[config.mk]
export PLATFORM = sky130hd
export DESIGN_NAME = serial_adder_ctrl
export DESIGN_NICKNAME = d
export VERILOG_FILES = /design/src/rtl/serial_adder_ctrl.sv
export SDC_FILE = /design/constraint.sdc
export NUM_CORES = 1
export LEC_CHECK = 0
export CORE_ASPECT_RATIO = 0.7
export CORE_MARGIN = 5
export CORE_UTILIZATION = 40
export CTS_CLUSTER_SIZE = 40
export DETAILED_ROUTE_END_ITERATION = 10
export PLACE_DENSITY = 0.71
export SLEW_MARGIN = 20
export SYNTH_ARGS = -nofsm -noshare
export SYNTH_HDL_FRONTEND = slang
export SYNTH_SLANG_ARGS = --single-unit
export TNS_END_PERCENT = 1
[constraint.sdc]
create_clock -name clk -period 1.7 [get_ports clk]
set_input_delay 0.425 -clock clk [delete_from_list [all_inputs] [get_ports clk]]
set_output_delay 0.425 -clock clk [all_outputs]
set_load 0.1 [all_outputs]
[src/rtl/serial_adder_ctrl.sv]
// serial_adder_ctrl: bit-serial WIDTH-bit adder sequencing one full-adder cell LSB first
module S_fulladder (
    input  logic a,
    input  logic b,
    input  logic cin,
    output logic sum,
    output logic cout
);
    assign sum  = a ^ b ^ cin;
    assign cout = (a & b) | (cin & (a ^ b));
endmodule

module serial_adder_ctrl #(
    parameter  int WIDTH = 8,
    localparam int CNT_W = $clog2(WIDTH + 1)
) (
    input  logic             clk,
    input  logic             rst_n,
    input  logic             start,
    input  logic [WIDTH-1:0] a,
    input  logic [WIDTH-1:0] b,
    input  logic             cin,
    output logic             busy,
    output logic             done,
    output logic [WIDTH-1:0] sum,
    output logic             cout
);
    typedef enum logic [1:0] {IDLE, RUN, FIN} state_t;
    state_t state, state_nx;
    logic [WIDTH-1:0] a_sr, b_sr, s_sr, s_nx;
    logic [CNT_W-1:0] cnt;
    logic carry_q, fa_sum, fa_cout, load, last;

    S_fulladder u_fa (.a(a_sr[0]), .b(b_sr[0]), .cin(carry_q), .sum(fa_sum), .cout(fa_cout));

    // the newest sum bit enters at the MSB so bit 0 lands at s_sr[0] after WIDTH shifts
    assign s_nx = WIDTH'({fa_sum, s_sr} >> 1);
    assign busy = state == RUN;
    assign done = state == FIN;

    always_comb begin
        load     = start && state != RUN;
        last     = state == RUN && cnt == CNT_W'(WIDTH - 1);
        state_nx = load ? RUN : (state == RUN ? (last ? FIN : RUN) : IDLE);
    end

    always_ff @(posedge clk or negedge rst_n) begin
        if (!rst_n) state <= IDLE;
        else        state <= state_nx;
    end

    always_ff @(posedge clk or negedge rst_n) begin
        if (!rst_n) begin
            a_sr    <= '0;
            b_sr    <= '0;
            s_sr    <= '0;
            carry_q <= 1'b0;
            cnt     <= '0;
            sum     <= '0;
            cout    <= 1'b0;
        end else begin
            if (load) begin
                a_sr    <= a;
                b_sr    <= b;
                carry_q <= cin;
                cnt     <= '0;
            end else if (state == RUN) begin
                a_sr    <= a_sr >> 1;
                b_sr    <= b_sr >> 1;
                s_sr    <= s_nx;
                carry_q <= fa_cout;
                cnt     <= cnt + CNT_W'(1);
            end
            if (last) begin
                sum  <= s_nx;
                cout <= fa_cout;
            end
        end
    end
endmodule

==> impl_summary.txt <==
----------------------------------------------------
[Worst setup path]
  Worst path cell trace ... nand2b_4, inv_8, buf_12
  Critical path buffer and inverter count ... 2
  Kind of start point of the critical path ... flop
  Family with the most delay on the worst path ... flip-flops
  Type of the setup path with the least slack ... reg2out
  Cell type of the slowest stage on the worst timing path ... sky130_fd_sc_hd__dfrtp_1
  Required time of the worst setup path ... approximately 1.3 ns
  Worst setup startpoint ... state[1]$_DFF_PN0_
  CP max stage delay ... about 0.37 ns
  Critical R2R Launch ... cnt[0]$_DFFE_PN0P_
  Top fanout value on the critical path ... 12
  Data arrival time of the critical path ... around 1.2 ns
  Crit end category ... output pin

[STA]
  Setup TNS Final ... 0 ns
  Post-route fraction of the period consumed by the critical path ... 95.6%
  Smallest hold slack ... roughly 0.087 ns
  Layout Skew ... roughly 0.0047 ns
  Worst max-slew margin expressed relative to the limit ... between 60% and 70%
  Shortest period the worst path allows ... 1.63 ns
  Slack of the critical path ... 0.0749 ns
  Unrepaired setup endpoints after global routing ... false
  Final setup violation count ... 0
  Final Hold Vio Count ... 0
  Peak clock frequency supported by timing ... approximately 600 MHz
  Transition at the pin with the smallest max-transition slack ... around 0.48 ns
  Max-slew violation count ... 0

[Clock tree]
  Post-CTS Setup Bufs ... 0
  Root Driver ... sky130_fd_sc_hd__clkbuf_8
  Clock tree sinks ... 39
  Clk Latency, worst-skew pair ... slightly below 0.3 ns
  Clock transition at the register clock pins on the worst setup and hold paths after CTS ... about 0.080 ns
  Cts bufs inserted ... 5
  CTS HTree Levels ... 2
  Count of hold-fix buffers inserted at cts ... 0
  TritonCTS clock tree ... done
  Maximum clock path buffer count ... 2

[Placed design]
  GPL Wtd Cong ... ~0.69
  Cell total after placement ... ~220
  Post-DP HPWL ... approximately 2400 µm
  Worst slack after detailed placement ... roughly 0.061 ns
  Port Buffer Count ... 30

[Outcome]
  Run status ... completed

[Power and ir drop]
  Cell Pwr Density ... about 2000 nW/µm²
  Peak VDD IR ... roughly 1.2 mV
  Static Leak ... 1.09 nW

[Route]
  Post-DRT Antenna Nets ... 0
  Length of the first detailed-routing pass in iterations ... 4
  Initial detailed-routing violation count ... 32
  DRC ... 0
  Wire per inst ... 13.8 µm
  Mean number of vias per cell ... between 4 and 5
  Total via count after detailed routing ... ~1,100
  Routed wire length ... about 3200 µm

[Finish]
  Area Overhead vs Synth ... 36.8%
  Finished Core Util ... 57.7%
  Number of antenna repair diodes ... 0
  Final std cells w/o fill ... 232
  Share of post-route cells with drive strength above 1 ... about a fifth
  # nets final ... 201
  Filler cell count ... between 300 and 400
  Most frequent cells in the layout ... 39 x sky130_fd_sc_hd__nand2_1, 39 x sky130_fd_sc_hd__dfrtp_1, 18 x sky130_fd_sc_hd__mux2i_1, 18 x sky130_fd_sc_hd__clkdlybuf4s50_1, 16 x sky130_fd_sc_hd__o21ai_0

[Synthesis]
  Count of mapped cells out of synthesis ... ~150
  Mean area per synthesized cell ... 11.5 µm²
  Cell area after technology mapping ... about 1700 µm²
  Distinct cell type count after synthesis ... 20
  Synth Net Count ... about 170
  Share of synthesized area occupied by flip-flops and latches ... roughly three fifths
  Synthesis Warnings ... 0
  Synthesis-stage register bit count ... 39

[Floorplan]
  Starting density of the core ... between 40% and 50%
  Total die area ... around 5600 µm²
  Die Width ... about 87 µm
  Top Ports ... 31
  Floorplan core area ... 3970 µm²
  Num rows ... 19
  Overall die height ... roughly 64 µm

[Global route]
  Sum of overflow across all layers after global routing ... 0
  Global-route wire length before repair ... around 5900 µm
  Number of antenna violations at the first check in global routing ... 0
  Largest net degree at the start of global routing ... 36
  Number of global-route vias before repair ... between 1,000 and 1,500
  Overall global routing resource usage ... 13.6%

[Min path]
  HP Class ... in2async

[Run]
  Number of max-cap violations ... 0

----------------------------------------------------
==> flip-flops by register name, indices dropped and copies added, names as in the netlist <==
register,count
cout,1
sum,8
a_sr,8
cnt,4
state,2
b_sr,8
carry_q,1
s_sr,7
==> final timing paths <==
kind	endpoint	slack [ns]	cells after the start
worst max-delay path	busy	0.07	3
worst min register to register	a_sr[1]$_DFFE_PN0P_	0.49	2
worst min-delay path	a_sr[3]$_DFFE_PN0P_	0.09	1
min in group clk	a_sr[1]$_DFFE_PN0P_	0.49	2
worst max register to register	cout$_DFFE_PN0P_	0.19	5
max in group asynchronous	cout$_DFFE_PN0P_	1.15	2
==> metal layers <==
| metal | global-route usage [%] | share of wire, % | up-vias |
|---|---|---|---|
| met4 | 6.90 | 2.0 | 0 |
| li1 | - | - | 552 |
| met3 | 3.85 | 2.7 | 5 |
| met5 | 0 | 0 | - |
| met2 | 21.1 | 52 | 13 |
| met1 | 17.3 | 43 | 549 |
==> kinds of logic after synthesis <==
family                   after synthesis  synth area share (%)
AO/OA/AOI/OAI                         17                  5.31
adder cells (fa/ha/maj)                2                  1.94
buffers and inverters                  9                  3.06
flip-flops                            39                  58.3
multiplexers                          29                  18.2
AND/OR/NAND/NOR                       50                  13.2
==> synthesized netlist by cell type <==
cell type,number,area [µm²]
sky130_fd_sc_hd__o21ai_0,16,80.1
sky130_fd_sc_hd__nand2b_1,1,6.26
sky130_fd_sc_hd__nor2_1,4,15.0
sky130_fd_sc_hd__buf_6,2,22.5
sky130_fd_sc_hd__inv_2,1,3.75
sky130_fd_sc_hd__dfrtp_1,39,976
sky130_fd_sc_hd__and3_1,1,6.26
sky130_fd_sc_hd__buf_2,2,10.0
sky130_fd_sc_hd__nand3_1,1,5.00
sky130_fd_sc_hd__mux2i_1,18,180
sky130_fd_sc_hd__ha_1,1,12.5
sky130_fd_sc_hd__clkbuf_1,4,15.0
sky130_fd_sc_hd__nand2b_4,1,13.8
sky130_fd_sc_hd__mux2_2,11,124
sky130_fd_sc_hd__nor3_4,1,16.3
sky130_fd_sc_hd__nand2_1,39,146
sky130_fd_sc_hd__nor3_1,1,5.00
sky130_fd_sc_hd__and2b_1,1,7.51
sky130_fd_sc_hd__a211o_1,1,8.76
sky130_fd_sc_hd__fa_1,1,20.0
==> cell type report <==
type                    instances  area (µm²)  area share (%)
clock buffers                   6        82.6            3.61
multi-input cells              98         647            28.3
repair buffers                 34         473            20.7
inverters                       1        11.3           0.492
flip-flops and latches         39         976            42.6
well taps                      52        65.1            2.84
clock inverters                 2        35.0            1.53
==> where the power goes <==
group | internal (W) | switching [W]
Sequential | 0.00130 | 0.000282
Combinational | 0.000883 | 0.00144
Clock | 0.000475 | 0.000312
Total | 0.00265 | 0.00203
==> timing repair <==
action	in CTS	in global routing
endpoints found under the hold margin	0	0
resized for setup	1	2
endpoints found under the setup margin	1	1
==> metrics by stage <==
stage / cell area (µm²) / total power [W]
6_report: 2290 / 0.00469
5_1_grt: 2290 / 0.00499
4_1_cts: 2280 / 0.00473
3_5_place_dp: 2160 / 0.00391
3_3_place_gp: 2160 / 0.00382
2_1_floorplan: 1680 / 0.00312
No activity file was read; power rests on OpenSTA's default activity.
